`config.mk`:
```
export PLATFORM = sky130hd
export DESIGN_NAME = frame_scheduler
export DESIGN_NICKNAME = d
export VERILOG_FILES = /design/src/rtl/frame_scheduler.sv
export SDC_FILE = /design/constraint.sdc
export NUM_CORES = 1
export LEC_CHECK = 0
export CORE_MARGIN = 4
export CORE_UTILIZATION = 45
export CTS_CLUSTER_SIZE = 10
export DETAILED_ROUTE_END_ITERATION = 10
export PLACE_DENSITY_LB_ADDON = 0.05
export SLEW_MARGIN = 15
export SYNTH_ARGS = -nofsm -noshare
export SYNTH_HDL_FRONTEND = slang
export SYNTH_SLANG_ARGS = --single-unit
```
`constraint.sdc`:
```
create_clock -name ahb_hclk -period 5.3 [get_ports ahb_hclk]
set_clock_uncertainty 0.1 [all_clocks]
set_input_delay 0.53 -clock ahb_hclk [delete_from_list [all_inputs] [get_ports ahb_hclk]]
set_output_delay 0.53 -clock ahb_hclk [all_outputs]
set_load 0.01 [all_outputs]
```
`src/rtl/frame_scheduler.sv`:
```
// Frame pass sequencer: primes three line-buffer slots, then runs fetch/filter/store per output row.
// Requests are held until granted; a done coincident with grant is accepted, so a zero-latency engine costs one cycle per step.
module frame_scheduler #(
  parameter int ADDR_W = 32,
  parameter int DIM_W  = 10
) (
  input  logic              ahb_hclk,
  input  logic              n_rst,
  input  logic              start,
  input  logic [DIM_W-1:0]  cfg_width,
  input  logic [DIM_W-1:0]  cfg_height,
  input  logic [ADDR_W-1:0] cfg_rd_base,
  input  logic [ADDR_W-1:0] cfg_wr_base,
  input  logic [1:0]        cfg_filter,
  output logic              rd_req,
  output logic [ADDR_W-1:0] rd_addr,
  output logic [DIM_W-1:0]  rd_len,
  output logic [1:0]        rd_slot,
  input  logic              rd_gnt,
  input  logic              rd_done,
  output logic              proc_start,
  output logic [1:0]        proc_top_slot,
  output logic [1:0]        proc_filter,
  input  logic              proc_done,
  output logic              wr_req,
  output logic [ADDR_W-1:0] wr_addr,
  output logic [DIM_W-1:0]  wr_len,
  input  logic              wr_gnt,
  input  logic              wr_done,
  output logic              busy,
  output logic              done,
  output logic              err
);

  typedef enum logic [3:0] {
    IDLE,
    CHECK,
    FETCH_REQ,
    FETCH_WAIT,
    PROC_REQ,
    PROC_WAIT,
    STORE_REQ,
    STORE_WAIT,
    FINISH
  } state_e;

  state_e            state_q, state_d;
  logic [DIM_W-1:0]  width_q, width_d;
  logic [DIM_W-1:0]  height_q, height_d;
  logic [ADDR_W-1:0] rd_base_q, rd_base_d;
  logic [ADDR_W-1:0] wr_base_q, wr_base_d;
  logic [1:0]        filter_q, filter_d;
  logic              err_q, err_d;
  logic [DIM_W-1:0]  fetch_row_q, fetch_row_d;
  logic [DIM_W-1:0]  out_row_q, out_row_d;
  logic [ADDR_W-1:0] rd_ptr_q, rd_ptr_d;
  logic [ADDR_W-1:0] wr_ptr_q, wr_ptr_d;
  logic [1:0]        slot_q, slot_d;
  logic [1:0]        top_q, top_d;

  logic [DIM_W-1:0]  fetch_row_inc;
  logic [ADDR_W-1:0] row_stride;
  logic [1:0]        slot_nxt;
  logic [1:0]        top_nxt;
  logic              cfg_too_small;
  logic              last_row;

  assign fetch_row_inc = fetch_row_q + DIM_W'(1);
  assign row_stride    = ADDR_W'(width_q);
  assign slot_nxt      = (slot_q == 2'd2) ? 2'd0 : slot_q + 2'd1;
  assign top_nxt       = (top_q == 2'd2) ? 2'd0 : top_q + 2'd1;
  assign cfg_too_small = (width_q < DIM_W'(3)) || (height_q < DIM_W'(3));
  // Output rows run 1..height-2; borders are never stored.
  assign last_row      = (out_row_q == (height_q - DIM_W'(2)));

  always_comb begin
    state_d     = state_q;
    width_d     = width_q;
    height_d    = height_q;
    rd_base_d   = rd_base_q;
    wr_base_d   = wr_base_q;
    filter_d    = filter_q;
    err_d       = err_q;
    fetch_row_d = fetch_row_q;
    out_row_d   = out_row_q;
    rd_ptr_d    = rd_ptr_q;
    wr_ptr_d    = wr_ptr_q;
    slot_d      = slot_q;
    top_d       = top_q;

    case (state_q)
      IDLE: begin
        if (start) begin
          width_d   = cfg_width;
          height_d  = cfg_height;
          rd_base_d = cfg_rd_base;
          wr_base_d = cfg_wr_base;
          filter_d  = cfg_filter;
          state_d   = CHECK;
        end
      end
      CHECK: begin
        if (cfg_too_small) begin
          err_d   = 1'b1;
          state_d = FINISH;
        end else begin
          err_d       = 1'b0;
          fetch_row_d = '0;
          out_row_d   = DIM_W'(1);
          rd_ptr_d    = rd_base_q;
          wr_ptr_d    = wr_base_q + row_stride;
          slot_d      = 2'd0;
          top_d       = 2'd0;
          state_d     = FETCH_REQ;
        end
      end
      FETCH_REQ: begin
        if (rd_gnt) begin
          rd_ptr_d    = rd_ptr_q + row_stride;
          slot_d      = slot_nxt;
          fetch_row_d = fetch_row_inc;
          if (!rd_done) begin
            state_d = FETCH_WAIT;
          end else if (fetch_row_inc < DIM_W'(3)) begin
            state_d = FETCH_REQ;
          end else begin
            state_d = PROC_REQ;
          end
        end
      end
      FETCH_WAIT: begin
        if (rd_done) begin
          state_d = (fetch_row_q < DIM_W'(3)) ? FETCH_REQ : PROC_REQ;
        end
      end
      PROC_REQ: begin
        state_d = PROC_WAIT;
      end
      PROC_WAIT: begin
        if (proc_done) begin
          state_d = STORE_REQ;
        end
      end
      STORE_REQ: begin
        if (wr_gnt) begin
          wr_ptr_d = wr_ptr_q + row_stride;
          if (!wr_done) begin
            state_d = STORE_WAIT;
          end else if (last_row) begin
            state_d = FINISH;
          end else begin
            out_row_d = out_row_q + DIM_W'(1);
            top_d     = top_nxt;
            state_d   = FETCH_REQ;
          end
        end
      end
      STORE_WAIT: begin
        if (wr_done) begin
          if (last_row) begin
            state_d = FINISH;
          end else begin
            out_row_d = out_row_q + DIM_W'(1);
            top_d     = top_nxt;
            state_d   = FETCH_REQ;
          end
        end
      end
      FINISH: begin
        state_d = IDLE;
      end
      default: begin
        state_d = IDLE;
      end
    endcase
  end

  always_ff @(posedge ahb_hclk) begin
    if (n_rst) begin
      state_q     <= IDLE;
      width_q     <= '0;
      height_q    <= '0;
      rd_base_q   <= '0;
      wr_base_q   <= '0;
      filter_q    <= '0;
      err_q       <= 1'b0;
      fetch_row_q <= '0;
      out_row_q   <= '0;
      rd_ptr_q    <= '0;
      wr_ptr_q    <= '0;
      slot_q      <= '0;
      top_q       <= '0;
    end else begin
      state_q     <= state_d;
      width_q     <= width_d;
      height_q    <= height_d;
      rd_base_q   <= rd_base_d;
      wr_base_q   <= wr_base_d;
      filter_q    <= filter_d;
      err_q       <= err_d;
      fetch_row_q <= fetch_row_d;
      out_row_q   <= out_row_d;
      rd_ptr_q    <= rd_ptr_d;
      wr_ptr_q    <= wr_ptr_d;
      slot_q      <= slot_d;
      top_q       <= top_d;
    end
  end

  // All outputs decode straight from registers so they are glitch-free and zero out of reset.
  assign rd_req        = (state_q == FETCH_REQ);
  assign rd_addr       = rd_ptr_q;
  assign rd_len        = width_q;
  assign rd_slot       = slot_q;
  assign proc_start    = (state_q == PROC_REQ);
  assign proc_top_slot = top_q;
  assign proc_filter   = filter_q;
  assign wr_req        = (state_q == STORE_REQ);
  assign wr_addr       = wr_ptr_q;
  assign wr_len        = width_q;
  assign busy          = (state_q != IDLE);
  assign done          = (state_q == FINISH);
  assign err           = err_q;

endmodule

```
==> results of run 1 <==
==> report_power, final <==
part / internal [W] / switching, W / total, W
registers: 0.00161 / 0.000328 / 0.00193
clock network: 0.000651 / 0.000639 / 0.00129
logic: 0.000880 / 0.00123 / 0.00211
==> routing by layer <==
layer / vias to the layer above / part of all wire, %
met1: 4903 / 47
met4: 6 / 0.81
met5: - / 0.13
met2: 283 / 45
met3: 23 / 6.3
li1: 5241 / -
==> kinds of logic after synthesis <==
logic type	after synthesis
buffers and inverters	128
xor gates and xnor gates	29
adders and majority gates	26
and+or+nand+nor	627
muxes	24
AOI/OAI and AO/OA	390
DFF	179
==> sequential cells by signal (all words and copies together), names as in the netlist <==
| signal | cells |
|---|---|
| rd_base_q | 32 |
| rd_addr | 32 |
| wr_base_q | 32 |
| state_q | 4 |
| rd_len | 10 |
| height_q | 10 |
| proc_filter | 2 |
| rd_slot | 2 |
| fetch_row_q | 10 |
| err | 1 |
| out_row_q | 10 |
| proc_top_slot | 2 |
| wr_addr | 32 |
==> through the flow <==
step / worst slack [ps] / hold slack [ps]
after detailed placement: 1217 / 347.1
after floorplan: 1026 / 331.6
after global placement: 1341 / 340.3
after CTS: 1201 / 357.8
after global routing: 811.0 / 378.3
final: 1150 / 357.5
==> worst max-delay path: stages, from the launching register on <==
cell	delay (ps)
dfxtp_1	420
nand4bb_2	490
inv_4	580
nand2_1	110
nand2_1	80
ha_1	190
fa_1	230
a21o_1	160
a311oi_1	130
o21a_1	330
nor3_1	700
nand2_1	130
mux2_2	300
a21oi_1	110
==> layout by cell type, fill, tap and decap left out, drive strengths merged, types with 15 or more instances in the layout <==
cell and instances:
a21oi 155, nand3 41, nor2 100, o211ai 20, clkbuf 18, a31oi 22
and3 20, dfxtp 179, nor4 15, nor3 39, clkdlybuf4s50 188, inv 31
o21ai 67, mux2i 17, and2 16, ha 24, nand2 319, a211oi 19
==> worst min path at each step <==
stage                               startpoint                         end  depth (start not counted)
floorplan           rd_base_q[27]$_SDFFE_PP0P_  rd_base_q[27]$_SDFFE_PP0P_                          2
global placement    rd_base_q[29]$_SDFFE_PP0P_  rd_base_q[29]$_SDFFE_PP0P_                          2
detailed placement   rd_base_q[9]$_SDFFE_PP0P_   rd_base_q[9]$_SDFFE_PP0P_                          2
CTS                  rd_base_q[9]$_SDFFE_PP0P_   rd_base_q[9]$_SDFFE_PP0P_                          2
global route         rd_base_q[9]$_SDFFE_PP0P_   rd_base_q[9]$_SDFFE_PP0P_                          2
finish              rd_base_q[13]$_SDFFE_PP0P_  rd_base_q[13]$_SDFFE_PP0P_                          2
==> area by class of cell <==
cell class,instances,share of cell area (%)
well taps,285,2.772
clock buffers,18,3.414
clock inverters,14,1.303
repair buffers,201,15.42
multi-input cells,1096,48.52
inverters,24,0.7197
flip-flops and latches,179,27.85
==> results.md, run 1 <==
Run status
* **result of the run** finished clean

Power and ir drop
* **power after layout** 0.005338 W
* **worst ir drop on vdd** 0.0003097 V
* **P_leak** 4.641 nW
* **power density of the placed cells** 414.9 nW/um^2

Drt
* **DRC errors left** 0
* **per-cell via count in the routed design** 5.755
* **count of vias placed by the detailed router** 10460
* **post-detailed-routing wire length** 30740 um
* **average routed wire per standard cell** 16.92 um
* **1st-pass router iterations** 6
* **Initial DRC Count** 754
* **number of nets with antenna violations after routing** 0

Die
* **x dimension of the die** 159.6 um
* **Core Rows** 55
* **I/O pin total** 190
* **area of the core** 22640 sq um
* **starting density of the core** 45.67%
* **overall die height** 159.6 um
* **DIE AREA** 25470 sq um

Timing
* **headroom to the max-slew limit** 25.18%
* **final number of hold-violating endpoints** 0
* **final worst-path cycle share** 78.30%
* **setup tns final** 0 ps
* **worst slew pin tran** 1122 ps
* **final-report setup violation count** 0
* **Period minus WS final** 4150 ps
* **Pins Over Slew Limit** 0
* **setup repair after global routing missed its margin** no
* **maximum clock rate** 0.2410 GHz

Cells and area
* **cell area after layout** 12860 sq um
* **FF/Latch Area** 3583 sq um
* **Fill cells** 2146
* **number of non-filler instances in the completed layout** 1817
* **footprint of the multi-input gates** 6242 sq um
* **core occupancy in the finished layout** 56.82%
* **Antenna Diode Count** 0
* **share of cells above drive strength 1** 4.830%
* **final layout net count** 1639
* **P&R area growth vs syn** 24.42%

Logic synthesis
* **post-synthesis share of cell area spent on xor and xnor gates** 2.590%
* **fraction of the mapped netlist area in simple logic gates** 27.83%
* **Distinct cells, synth** 86
* **sequential cell area fraction in the yosys report** 34.66%
* **most area-hungry cell type in the Yosys netlist** dfxtp_1
* **Post-synth EDFFs** 0
* **main combinational cell family by area after synthesis** simple AND/OR/NAND/NOR gates
* **compound-gate portion of the synthesized area** 23.98%
* **fraction of synthesized area in multiplexers** 2.408%
* **most used standard cells in the synthesized netlist** nand2_1 (319), dfxtp_1 (179), a21oi_1 (154), nor2_1 (100), clkbuf_1 (69)
* **share of flip-flops with an asynchronous set or reset after synthesis** 0%
* **synth warn** 0
* **Synth Net Count** 1523
* **cells taking the most area after synthesis** dfxtp_1 (35%), nand2_1 (12%), a21oi_1 (7.5%), nor2_1 (3.6%), o21ai_0 (3.1%)
* **arithmetic-cell share of the synthesized area counting full adders, half adders and majority gates** 3.291%
* **share of the synthesized area in the top cell type** 34.66%
* **area of the mapped netlist** 10340 sq um
* **number of storage elements in the synthesis netlist** 179
* **Mapped Avg Cell Area** 7.370 sq um
* **most frequently used cell type in the post-synthesis netlist** nand2_1
* **Synth Flop Type** dfxtp_1
* **gate count of the mapped netlist** 1403

CTS
* **CTS Root Cell** clkbuf_16
* **clock-pin transition on the worst setup and hold timing paths** 80 ps
* **number of sinks driven by the clock tree** 179
* **number of buffers inserted to repair setup after CTS** 0
* **source-to-sink clock delay at the later pin of the worst-skew pair** 430 ps
* **CTS tree** yes
* **count of H-tree levels built during CTS** 4
* **maximum buffer depth of the clock tree** 2
* **hold buffers post-CTS** 0
* **TritonCTS buffer count** 17
* **Resized cells post-CTS** 0

Place
* **routability congestion estimate** 0.8898
* **number of input and output port buffers inserted** 189
* **sum of net half-perimeters after detailed placement** 20580 um
* **cell count after placement** 1785
* **standard cell area after detailed placement** 12260 sq um

Global route
* **Top Usage Layer GRT** met2
* **antenna violations before repair** 3
* **met2 layer usage reported by global route** 37.33%
* **GR Overflow Total** 0
* **GR Layer Usage met3** 5.488%
* **largest net degree at the start of global routing** 148
* **vias in the first global route** 9726
* **global-route usage over all layers** 23.63%
* **first-pass GRT wire length** 50710 um
* **met1 capacity usage during global routing** 33.60%

Setup path
* **Worst Reg2Reg Path Length in Cells** 13
* **internal reg-to-reg setup slack** 1150 ps
* **Worst Path Required** 5570 ps
* **critical-path maximum fanout** 59
* **Crit Reg-Reg Startpoint** state_q[0]$_SDFFE_PP0P_
* **kind of end point of the critical path** register
* **RR Endpoint** wr_addr[20]$_SDFFE_PP0P_
* **class of the most critical setup path** register to register
* **startpoint type of the worst setup path** register
* **crit path launch** state_q[0]$_SDFFE_PP0P_
* **Setup crit end** wr_addr[20]$_SDFFE_PP0P_
* **WP data arrival** 4420 ps

Run
* **max_cap viols** 0

Hold path
* **path class of the lowest-slack min-delay path** register to register

Note: power is estimated with default switching activity, not from simulation.
==> run 2: changes to the inputs <==
==> constraint.sdc (replaced) <==
create_clock -name ahb_hclk -period 3.61 [get_ports ahb_hclk]
set_clock_uncertainty 0.1 [all_clocks]
set_input_delay 0.361 -clock ahb_hclk [delete_from_list [all_inputs] [get_ports ahb_hclk]]
set_output_delay 0.361 -clock ahb_hclk [all_outputs]
set_load 0.01 [all_outputs]
==> results.md, run 2 (same netlist as run 1, synthesis figures left out) <==
Die
* **area of the core** 22640 sq um, unchanged
* **I/O pin total** 190, unchanged
* **overall die height** 159.6 um, unchanged
* **x dimension of the die** 159.6 um, unchanged
* **Core Rows** 55, unchanged
* **DIE AREA** 25470 sq um, unchanged
* **starting density of the core** 45.67%, unchanged

Global route
* **GR Overflow Total** 0, unchanged
* **first-pass GRT wire length** 51370 um, was 50710 um
* **largest net degree at the start of global routing** 82, was 148
* **antenna violations before repair** 2, was 3
* **global-route usage over all layers** 23.73%, was 23.63%
* **vias in the first global route** 10060, was 9726

Setup path
* **internal reg-to-reg setup slack** 300 ps, was 1150 ps
* **RR Endpoint** wr_addr[10]$_SDFFE_PP0P_, was wr_addr[20]$_SDFFE_PP0P_
* **Setup crit end** wr_addr[10]$_SDFFE_PP0P_, was wr_addr[20]$_SDFFE_PP0P_
* **kind of end point of the critical path** register, unchanged
* **Worst Reg2Reg Path Length in Cells** 12, was 13
* **Crit Reg-Reg Startpoint** state_q[3]$_SDFFE_PP0P_, was state_q[0]$_SDFFE_PP0P_
* **Worst Path Required** 3820 ps, was 5570 ps
* **startpoint type of the worst setup path** register, unchanged
* **class of the most critical setup path** register to register, unchanged
* **WP data arrival** 3530 ps, was 4420 ps
* **crit path launch** state_q[3]$_SDFFE_PP0P_, was state_q[0]$_SDFFE_PP0P_
* **critical-path maximum fanout** 11, was 59

Drt
* **WL met3** 1955 um, was 1931 um
* **per-cell via count in the routed design** 5.772, was 5.755
* **DRC errors left** 0, unchanged
* **Initial DRC Count** 653, was 754
* **average routed wire per standard cell** 16.77 um, was 16.92 um
* **count of vias placed by the detailed router** 10580, was 10460
* **highest signal layer in the routed design** met5, unchanged
* **1st-pass router iterations** 5, was 6
* **number of nets with antenna violations after routing** 0, unchanged
* **wire length on met2** 13890 um, was 13920 um
* **met1 wire length** 14570 um, was 14600 um
* **post-detailed-routing wire length** 30730 um, was 30740 um

Timing
* **worst slew pin tran** 968.5 ps, was 1122 ps
* **final worst-path cycle share** 91.72%, was 78.30%
* **final-report setup violation count** 0, unchanged
* **setup repair after global routing missed its margin** no, unchanged
* **headroom to the max-slew limit** 35.15%, was 25.18%
* **Period minus WS final** 3311 ps, was 4150 ps
* **Pins Over Slew Limit** 0, unchanged
* **final number of hold-violating endpoints** 0, unchanged
* **maximum clock rate** 0.3020 GHz, was 0.2410 GHz
* **setup tns final** 0 ps, unchanged

CTS
* **CTS Root Cell** clkbuf_16, unchanged
* **maximum buffer depth of the clock tree** 2, unchanged
* **source-to-sink clock delay at the later pin of the worst-skew pair** 430 ps, about the same
* **hold buffers post-CTS** 0, unchanged
* **number of sinks driven by the clock tree** 179, unchanged
* **TritonCTS buffer count** 17, unchanged
* **count of H-tree levels built during CTS** 4, unchanged
* **clock-pin transition on the worst setup and hold timing paths** 70 ps, was 80 ps
* **CTS tree** yes, unchanged

Place
* **standard cell area after detailed placement** 12490 sq um, was 12260 sq um
* **routability congestion estimate** 0.8652, was 0.8898
* **number of input and output port buffers inserted** 189, unchanged
* **sum of net half-perimeters after detailed placement** 21260 um, was 20580 um

Cells and area
* **footprint of the multi-input gates** 6357 sq um, was 6242 sq um
* **most common library cell in the layout ignoring fill and taps** nand2_1, unchanged
* **highest-count cells in the layout ignoring fill and taps** nand2_1 (319), clkdlybuf4s50_1 (188), dfxtp_1 (178), a21oi_1 (154), nor2_1 (99), was nand2_1 (319), clkdlybuf4s50_1 (188), dfxtp_1 (179), a21oi_1 (154), nor2_1 (99)
* **Fill cells** 2136, was 2146
* **P&R area growth vs syn** 26.62%, was 24.42%
* **Antenna Diode Count** 0, unchanged
* **final layout net count** 1654, was 1639
* **FF/Latch Area** 3585 sq um, was 3583 sq um
* **share of cells above drive strength 1** 6.658%, was 4.830%
* **cell area after layout** 13090 sq um, was 12860 sq um
* **core occupancy in the finished layout** 57.83%, was 56.82%

Power and ir drop
* **P_leak** 4.732 nW, was 4.641 nW
* **power density of the placed cells** 603.4 nW/um^2, was 414.9 nW/um^2
* **worst ir drop on vdd** 0.0003391 V, was 0.0003097 V

Hold path
* **path class of the lowest-slack min-delay path** input port to register, was register to register

Run
* **max_cap viols** 0, unchanged

Run status
* **result of the run** finished clean, unchanged

[run 2: power breakdown]
group | total (W) | internal [W] | leakage [nW] | switching (W)
clock network | 0.00183 | 0.000936 | 0.275 | 0.000893
registers | 0.00282 | 0.00236 | 1.46 | 0.000458
logic | 0.00325 | 0.00138 | 3.00 | 0.00188
[run 2: what timing repair did]
action,CTS,global route
resized for setup,0,3
endpoints found under the setup margin,0,13
setup buffers,0,0
hold endpoints to repair,0,0
[run 2: per-stage QoR]
stage | instances | setup slack, ps | total power (W) | hold slack (ps)
global route | 1832 | 98.02 | 0.008463 | 315.1
finish | 1832 | 299.0 | 0.007900 | 306.7
CTS | 1832 | 56.70 | 0.007941 | 297.3
detailed placement | 1800 | 90.73 | 0.006096 | 343.4
global placement | 1800 | 153.5 | 0.006058 | 339.2
floorplan | 1403 | 11.81 | 0.004816 | 331.6
[run 2: area by class of cell]
type | instances | share of cell area, %
Multi-Input combinational cell | 1096 | 48.56
Sequential cell | 179 | 27.38
Timing Repair Buffer | 216 | 16.20
Clock buffer | 18 | 3.354
Tap cell | 285 | 2.724
Clock inverter | 14 | 1.080
Inverter | 24 | 0.7072
[run 2: how the worst min path moves through the flow]
stage,start,endpoint,slack (ps),depth (start not counted)
after global routing,n_rst,rd_slot[1]$_SDFFE_PP0P_,320,2
after detailed placement,rd_base_q[10]$_SDFFE_PP0P_,rd_base_q[10]$_SDFFE_PP0P_,340,2
after CTS,n_rst,rd_slot[1]$_SDFFE_PP0P_,300,2
after floorplan,rd_base_q[27]$_SDFFE_PP0P_,rd_base_q[27]$_SDFFE_PP0P_,330,2
final,n_rst,rd_slot[1]$_SDFFE_PP0P_,310,2
after global placement,rd_base_q[21]$_SDFFE_PP0P_,rd_base_q[21]$_SDFFE_PP0P_,340,2
[run 2: metal layers]
layer / GRT usage, % / up-vias
met2: 38.14 / 336
met4: 5.325 / 4
met1: 33.02 / 4940
met5: 0 / -
li1: - / 5265
met3: 4.789 / 30
[run 2: worst max-delay path, cell delays in order, from the launching register on]
cell and delay [ps]:
dfxtp_2 360, nand4bb_4 340, nand2_1 140, nand2_1 70
ha_2 190, fa_2 360, a21o_1 200, a311oi_2 300
o21a_2 340, or2_4 180, mux2_2 320, a222oi_1 220
nor2_1 60
